`src/rtl/imc_pkg.sv`:
```
// Shared types and pair-index helpers for the interlock matrix controller.
// Pair (i,j) with i<j lives at index j*(j-1)/2+i.
package imc_pkg;

  localparam int CONFLICT_CNT_W = 16;

  typedef enum logic [1:0] {
    IMC_IDLE   = 2'd0,
    IMC_BREAK  = 2'd1,
    IMC_SETTLE = 2'd2,
    IMC_MAKE   = 2'd3
  } imc_state_e;

  localparam logic [1:0] ST_IDLE   = IMC_IDLE;
  localparam logic [1:0] ST_BREAK  = IMC_BREAK;
  localparam logic [1:0] ST_SETTLE = IMC_SETTLE;
  localparam logic [1:0] ST_MAKE   = IMC_MAKE;

  function automatic int sw_idx(input int i, input int j);
    return j * (j - 1) / 2 + i;
  endfunction

  // Higher pole of switch k: largest j with j*(j-1)/2 <= k.
  function automatic int sw_hi(input int k);
    int hi;
    hi = 1;
    for (int j = 1; j < 256; j++) begin
      if (j * (j - 1) / 2 <= k) hi = j;
    end
    return hi;
  endfunction

  function automatic int sw_lo(input int k);
    int hi;
    hi = sw_hi(k);
    return k - hi * (hi - 1) / 2;
  endfunction

endpackage

```
`src/rtl/imc_pair_arbiter.sv`:
```
// Serial pair arbiter: visits one switch per cycle after start, granting the
// lowest-index requested switch whose two poles are requested and still free.
module imc_pair_arbiter
  import imc_pkg::*;
#(
  parameter int N_CH = 8,
  parameter int N_SW = N_CH * (N_CH - 1) / 2
) (
  input  logic            clk,
  input  logic            rst_n,
  input  logic            start,
  input  logic [N_CH-1:0] pole,
  input  logic [N_SW-1:0] sw,
  output logic [N_SW-1:0] grant,
  output logic            refused,
  output logic            done
);

  localparam int KW = (N_SW > 1) ? $clog2(N_SW) : 1;

  logic [N_CH-1:0] mask_v [N_SW];

  for (genvar g = 0; g < N_SW; g++) begin : g_mask
    localparam int LO = sw_lo(g);
    localparam int HI = sw_hi(g);
    assign mask_v[g] = (N_CH'(1) << LO) | (N_CH'(1) << HI);
  end

  logic [KW-1:0]   k_q, k_d;
  logic            run_q, run_d;
  logic            done_q, done_d;
  logic            refused_q, refused_d;
  logic [N_SW-1:0] grant_q, grant_d;
  logic [N_CH-1:0] held_q, held_d;
  logic [N_CH-1:0] cur_mask;
  logic            cur_elig;
  logic            cur_free;

  assign cur_mask = mask_v[k_q];
  assign cur_elig = sw[k_q] && ((pole & cur_mask) == cur_mask);
  assign cur_free = ((held_q & cur_mask) == '0);

  always_comb begin
    k_d       = k_q;
    run_d     = run_q;
    done_d    = done_q;
    refused_d = refused_q;
    grant_d   = grant_q;
    held_d    = held_q;
    if (start) begin
      k_d       = '0;
      run_d     = 1'b1;
      done_d    = 1'b0;
      refused_d = 1'b0;
      grant_d   = '0;
      held_d    = '0;
    end else if (run_q) begin
      // Switches with an unrequested endpoint are skipped silently.
      if (cur_elig) begin
        if (cur_free) begin
          grant_d[k_q] = 1'b1;
          held_d       = held_q | cur_mask;
        end else begin
          refused_d = 1'b1;
        end
      end
      if (k_q == KW'(N_SW - 1)) begin
        run_d  = 1'b0;
        done_d = 1'b1;
      end else begin
        k_d = k_q + KW'(1);
      end
    end
  end

  always_ff @(posedge clk) begin
    if (!rst_n) begin
      k_q       <= '0;
      run_q     <= 1'b0;
      done_q    <= 1'b0;
      refused_q <= 1'b0;
      grant_q   <= '0;
      held_q    <= '0;
    end else begin
      k_q       <= k_d;
      run_q     <= run_d;
      done_q    <= done_d;
      refused_q <= refused_d;
      grant_q   <= grant_d;
      held_q    <= held_d;
    end
  end

  assign grant   = grant_q;
  assign refused = refused_q;
  assign done    = done_q;

endmodule

```
`src/rtl/interlock_matrix_ctrl.sv`:
```
// Break-before-make pole/switch interlock with a settle dwell and serial pair
// arbitration. Define IMC_CONFLICT_LOG_EN to enable the saturating refusal counter.
module interlock_matrix_ctrl
  import imc_pkg::*;
#(
  parameter  int N_CH       = 8,
  parameter  int SETTLE_CYC = 500000,
  localparam int N_SW       = N_CH * (N_CH - 1) / 2
) (
  input  logic                      pclk_50M,
  input  logic                      prst_n,
  input  logic [N_CH-1:0]           req_pole,
  input  logic [N_SW-1:0]           req_sw,
  output logic [N_CH-1:0]           en_pole,
  output logic [N_SW-1:0]           en_sw,
  output logic                      busy,
  output logic                      conflict,
  output logic [CONFLICT_CNT_W-1:0] conflict_cnt,
  output logic [1:0]                dbg_state
);

  localparam int CW = $clog2(SETTLE_CYC + 1);

  // Handshake: none; req_* are level requests, sampled every cycle through a
  // two-flop stage, and only a request stable across the whole dwell is applied.
  logic [N_CH-1:0] req_pole_q, req_pole_qq;
  logic [N_SW-1:0] req_sw_q, req_sw_qq;
  logic [N_CH-1:0] snap_pole_q, snap_pole_d;
  logic [N_SW-1:0] snap_sw_q, snap_sw_d;
  logic [N_CH-1:0] en_pole_q, en_pole_d;
  logic [N_SW-1:0] en_sw_q, en_sw_d;
  logic [1:0]      state_q, state_d;
  logic [CW-1:0]   cnt_q, cnt_d;
  logic            conflict_q, conflict_d;
  logic            stable;
  logic            changed;
  logic            arb_start;
  logic [N_SW-1:0] arb_grant;
  logic            arb_refused;
  logic            arb_done;

  assign stable  = (req_pole_q == req_pole_qq) && (req_sw_q == req_sw_qq);
  assign changed = (req_pole_q != snap_pole_q) || (req_sw_q != snap_sw_q);

  imc_pair_arbiter #(
    .N_CH (N_CH),
    .N_SW (N_SW)
  ) u_arb (
    .clk     (pclk_50M),
    .rst_n   (prst_n),
    .start   (arb_start),
    .pole    (req_pole_qq),
    .sw      (req_sw_qq),
    .grant   (arb_grant),
    .refused (arb_refused),
    .done    (arb_done)
  );

  always_comb begin
    state_d     = state_q;
    cnt_d       = cnt_q;
    en_pole_d   = en_pole_q;
    en_sw_d     = en_sw_q;
    snap_pole_d = snap_pole_q;
    snap_sw_d   = snap_sw_q;
    conflict_d  = 1'b0;
    arb_start   = 1'b0;
    case (state_q)
      ST_IDLE: begin
        // Drives drop on entry so they read zero for the whole BREAK cycle.
        if (changed) begin
          state_d   = ST_BREAK;
          en_pole_d = '0;
          en_sw_d   = '0;
        end
      end
      ST_BREAK: begin
        en_pole_d = '0;
        en_sw_d   = '0;
        cnt_d     = '0;
        arb_start = 1'b1;
        state_d   = ST_SETTLE;
      end
      ST_SETTLE: begin
        if (!stable) begin
          state_d = ST_BREAK;
          cnt_d   = '0;
        end else begin
          cnt_d = cnt_q + CW'(1);
          if (cnt_q == CW'(SETTLE_CYC - 1)) state_d = ST_MAKE;
        end
      end
      ST_MAKE: begin
        en_pole_d   = req_pole_qq;
        en_sw_d     = arb_done ? arb_grant : '0;
        snap_pole_d = req_pole_qq;
        snap_sw_d   = req_sw_qq;
        conflict_d  = arb_done & arb_refused;
        state_d     = ST_IDLE;
      end
      default: state_d = ST_IDLE;
    endcase
  end

  always_ff @(posedge pclk_50M) begin
    if (!prst_n) begin
      req_pole_q  <= '0;
      req_pole_qq <= '0;
      req_sw_q    <= '0;
      req_sw_qq   <= '0;
      snap_pole_q <= '0;
      snap_sw_q   <= '0;
      en_pole_q   <= '0;
      en_sw_q     <= '0;
      state_q     <= ST_IDLE;
      cnt_q       <= '0;
      conflict_q  <= 1'b0;
    end else begin
      req_pole_q  <= req_pole;
      req_pole_qq <= req_pole_q;
      req_sw_q    <= req_sw;
      req_sw_qq   <= req_sw_q;
      snap_pole_q <= snap_pole_d;
      snap_sw_q   <= snap_sw_d;
      en_pole_q   <= en_pole_d;
      en_sw_q     <= en_sw_d;
      state_q     <= state_d;
      cnt_q       <= cnt_d;
      conflict_q  <= conflict_d;
    end
  end

`ifdef IMC_CONFLICT_LOG_EN
  logic [CONFLICT_CNT_W-1:0] conflict_cnt_q, conflict_cnt_d;

  always_comb begin
    conflict_cnt_d = conflict_cnt_q;
    if (conflict_d && (conflict_cnt_q != {CONFLICT_CNT_W{1'b1}}))
      conflict_cnt_d = conflict_cnt_q + CONFLICT_CNT_W'(1);
  end

  always_ff @(posedge pclk_50M) begin
    if (!prst_n) conflict_cnt_q <= '0;
    else         conflict_cnt_q <= conflict_cnt_d;
  end

  assign conflict_cnt = conflict_cnt_q;
`else
  assign conflict_cnt = '0;
`endif

  assign en_pole   = en_pole_q;
  assign en_sw     = en_sw_q;
  assign conflict  = conflict_q;
  assign busy      = (state_q != ST_IDLE);
  assign dbg_state = state_q;

endmodule

```
`config.mk`:
```
export PLATFORM = sky130hd
export DESIGN_NAME = interlock_matrix_ctrl
export DESIGN_NICKNAME = d
export VERILOG_FILES = /design/src/rtl/imc_pkg.sv /design/src/rtl/imc_pair_arbiter.sv /design/src/rtl/interlock_matrix_ctrl.sv
export SDC_FILE = /design/constraint.sdc
export NUM_CORES = 1
export LEC_CHECK = 0
export CAP_MARGIN = 25
export CORE_MARGIN = 2
export CORE_UTILIZATION = 30
export CTS_BUF_LIST = sky130_fd_sc_hd__clkbuf_4 sky130_fd_sc_hd__clkbuf_8
export DETAILED_ROUTE_END_ITERATION = 8
export GPL_ROUTABILITY_DRIVEN = 0
export PLACE_DENSITY = 0.61
export SLEW_MARGIN = 10
export SYNTH_ARGS = -nofsm -noshare
export SYNTH_HDL_FRONTEND = slang
export SYNTH_SLANG_ARGS = --single-unit
```
`constraint.sdc`:
```
create_clock -name pclk_50M -period 2.7 [get_ports pclk_50M]
set_input_delay 0.27 -clock pclk_50M [delete_from_list [all_inputs] [get_ports pclk_50M]]
set_output_delay 0.27 -clock pclk_50M [all_outputs]
set_load 0.005 [all_outputs]
```
==> results.txt <==
die width: 175 µm
NumNets Final: 1089
Iteration-0 DRC Markers: 408
Post-synth EDFFs: 0
via/cell ratio: 4.63
hold buffers post-CTS: 0
Fillers: 2928
FF/Latch Area: 4210 µm²
Skew-Pair Late Insertion Delay: 520 ps
commonest non-fill, non-tap cell in the layout: dfxtp_1
Slew headroom: 0.531
Die Y: 175 µm
Setup crit start kind: register
Final setup viols: 0
post-DP HPWL: 15000 µm
post-synthesis cell type count: 55
Core ar.: 28700 µm²
Max Cap Viol: 0
multi-input logic area: 4280 µm²
hold path start: req_sw[9]
gr ovfl total: 0
Area Overhead vs Synth: 24.2%
H-Tree Depth: 2
final wirelength: 20900 µm
Final Hold Fails: 0
Worst Skew: 22.3 ps
period utilization: 0.924
Max Freq: 401 MHz
Total GRT Usage: 0.135
initial antenna violation count: 0
CTS Buffer Depth: 3
status: finished clean
Slew Viols, Final: 0
minimum clock period after layout: 2490 ps
Post-Syn Area: 8750 µm²
post-synthesis mux area share: 0.0646
IO Port Bufs: 77
Vias: 6694
Yosys warnings: 0
share of layout cells above drive strength 1: 0.122
final instance area: 10900 µm²
Placed Cells: 1386
critical path cell sequence: inv_1 > ha_1 > or3_1 > a32oi_2 > o31a_1 > nor2b_1 > nor4_4 > buf_4 > nand2_2 > o31ai_1
synthesized area per cell: 9.32 µm²
DIE AREA: 30600 µm²
Routed Antenna Nets: 0
kind of critical path: register to register
Row Count: 62
Synth Instances: 939
Primary FF master, synth: dfxtp_1
Post-CTS Setup Repair Bufs: 0
share of synthesized registers carrying an async set or reset: 0
clock sinks: 210
unrepaired setup endpoints after global routing: no
Num CTS Buffers: 34
Synth Area in Compound Gates: 0.0895
hold path cells: 2
Critical Path RT: 3100 ps
Synth Area in Adders: 0.0186
# IOs: 94
area share of xor/xnor cells in the synthesized design: 0.0931
wire per inst: 14.4 µm
main combinational cell family by area after synthesis: simple AND/OR/NAND/NOR gates
Crit Path Max Fanout: 10
number of synthesized register bits: 210
first-pass GRT wire length: 33600 µm
Max stage delay on crit path: 400 ps
highest-delay cell along the critical path: dfxtp_4
Worst Reg-to-Reg Cells: 10
simple-gate portion of the synthesized area: 0.209
P_leak: 0.00415 µW
largest net degree at the start of global routing: 73
clock slew at reported path FFs: 60 ps
post-place instance area: 10000 µm²
clock root cell: clkbuf_8
Slew @ Worst Pin: 703 ps
number of global-route vias before repair: 6465
Finished Layout Cells: 1446
power density over the cells: 629 nW/µm²
CTS tree: yes
Detailed Routing Iterations Pass 1: 5
Remaining DRCs: 0
worst hold path class: primary input to register
Seq/Total Area, Yosys: 0.480
FF-to-FF Start: u_arb.k_q[1]
CP arrival: 2890 ps
# diodes: 0
Crit. Startpoint: u_arb.k_q[1]
Crit. End Element: register
VDD IR max: 0.000306 V
initial core utilization: 0.305
most frequent cells in the layout: dfxtp_1 (207), nand2_1 (82), nor2_1 (77), xor2_1 (76), clkdlybuf4s50_1 (76)
## report_power, final
part | internal, µW | switching [µW] | leakage [µW]
sequential | 3170 | 78.5 | 0.00171
combinational | 246 | 313 | 0.00203
clock | 1790 | 1240 | 0.000407
## cell usage after synthesis, types with 6 or more instances
cell type	instances	area [µm²]
a21oi_1	20	100
and2_1	74	463
buf_1	6	22.5
buf_2	7	35.0
buf_4	17	128
clkbuf_1	34	128
dfxtp_1	210	4200
ha_1	13	163
inv_1	14	52.6
mux2_2	6	67.6
mux2i_1	43	430
nand2_1	82	308
nand3_1	49	245
nand4_1	10	62.6
nor2_1	79	297
nor2b_1	9	56.3
nor3_1	9	45.0
nor4_1	18	113
o21ai_0	59	295
o21ai_1	13	65.1
o22ai_1	6	37.5
o31ai_1	7	52.6
xnor2_1	17	149
xor2_1	76	666
## logic make-up (layout without fill, tap and decap cells)
| kind of cell | Yosys count | in the layout |
|---|---|---|
| other | 1 | 16 |
| AOI/OAI and AO/OA | 133 | 133 |
| DFF | 210 | 210 |
| muxes | 52 | 52 |
| adders and majority gates | 13 | 13 |
| and+or+nand+nor | 357 | 357 |
| buffers and inverters | 80 | 188 |
| xor gates and xnor gates | 93 | 93 |
## through the flow
| stage | setup WS [ps] | power [µW] | utilization | TNS, ps | hold slack (ps) |
|---|---|---|---|---|---|
| 4_1_cts | 29.8 | 6920 | 0.377 | 0 | 279 |
| 2_1_floorplan | 83.6 | 3650 | - | 0 | 397 |
| 5_1_grt | 27.1 | 7140 | 0.379 | 0 | 323 |
| 3_3_place_gp | 93.4 | 3860 | 0.349 | 0 | 432 |
| 3_5_place_dp | -8.95 | 3870 | 0.350 | -8.95 | 434 |
| 6_report | 206 | 6840 | 0.379 | 0 | 335 |
## worst max-delay path, delay by kind of cell, from the launching register on
kind | cells | cell delay [ps]
compound gates | 3 | 690
fa+ha+maj | 1 | 200
flops | 1 | 400
simple gates | 4 | 760
buf+inv | 2 | 330
## registers in the layout, indices dropped and copies added (netlist names)
signal and cells:
cnt_q 19, conflict 1, dbg_state 2, en_pole 8, en_sw 28, req_pole_q 8
req_pole_qq 8, req_sw_q 28, req_sw_qq 28, snap_pole_q 8, snap_sw_q 28, u_arb.done 1
u_arb.grant 28, u_arb.held_q 8, u_arb.k_q 5, u_arb.refused 1, u_arb.run_q 1
## routing by layer
layer / track usage / vias to the layer above / share of wire
li1: - / 3362 / -
met1: 0.189 / 3093 / 0.49
met2: 0.204 / 197 / 0.43
met3: 0.0300 / 42 / 0.059
met4: 0.0503 / 0 / 0.025
met5: 0 / - / 0
## timing repair
action                     in CTS  in global routing
pin swaps                       0                  0
hold endpoints to repair        0                  0
resized for setup               1                 18
setup endpoints to repair       5                 35
## area by class of cell
class | count | share of cell area
multi-input combinational | 664 | 0.394
sequential | 210 | 0.387
timing repair buffer | 114 | 0.0986
clock buffer | 56 | 0.0669
tap | 384 | 0.0442
inverter | 14 | 0.00483
clock inverter | 4 | 0.00437
## worst paths after layout
check,end,slack (ps)
max reg2reg,u_arb.held_q[1],210
min reg2reg,u_arb.held_q[4],450
max,u_arb.held_q[1],210
min,req_sw_q[9],330
(Power assumes the default switching activity.)
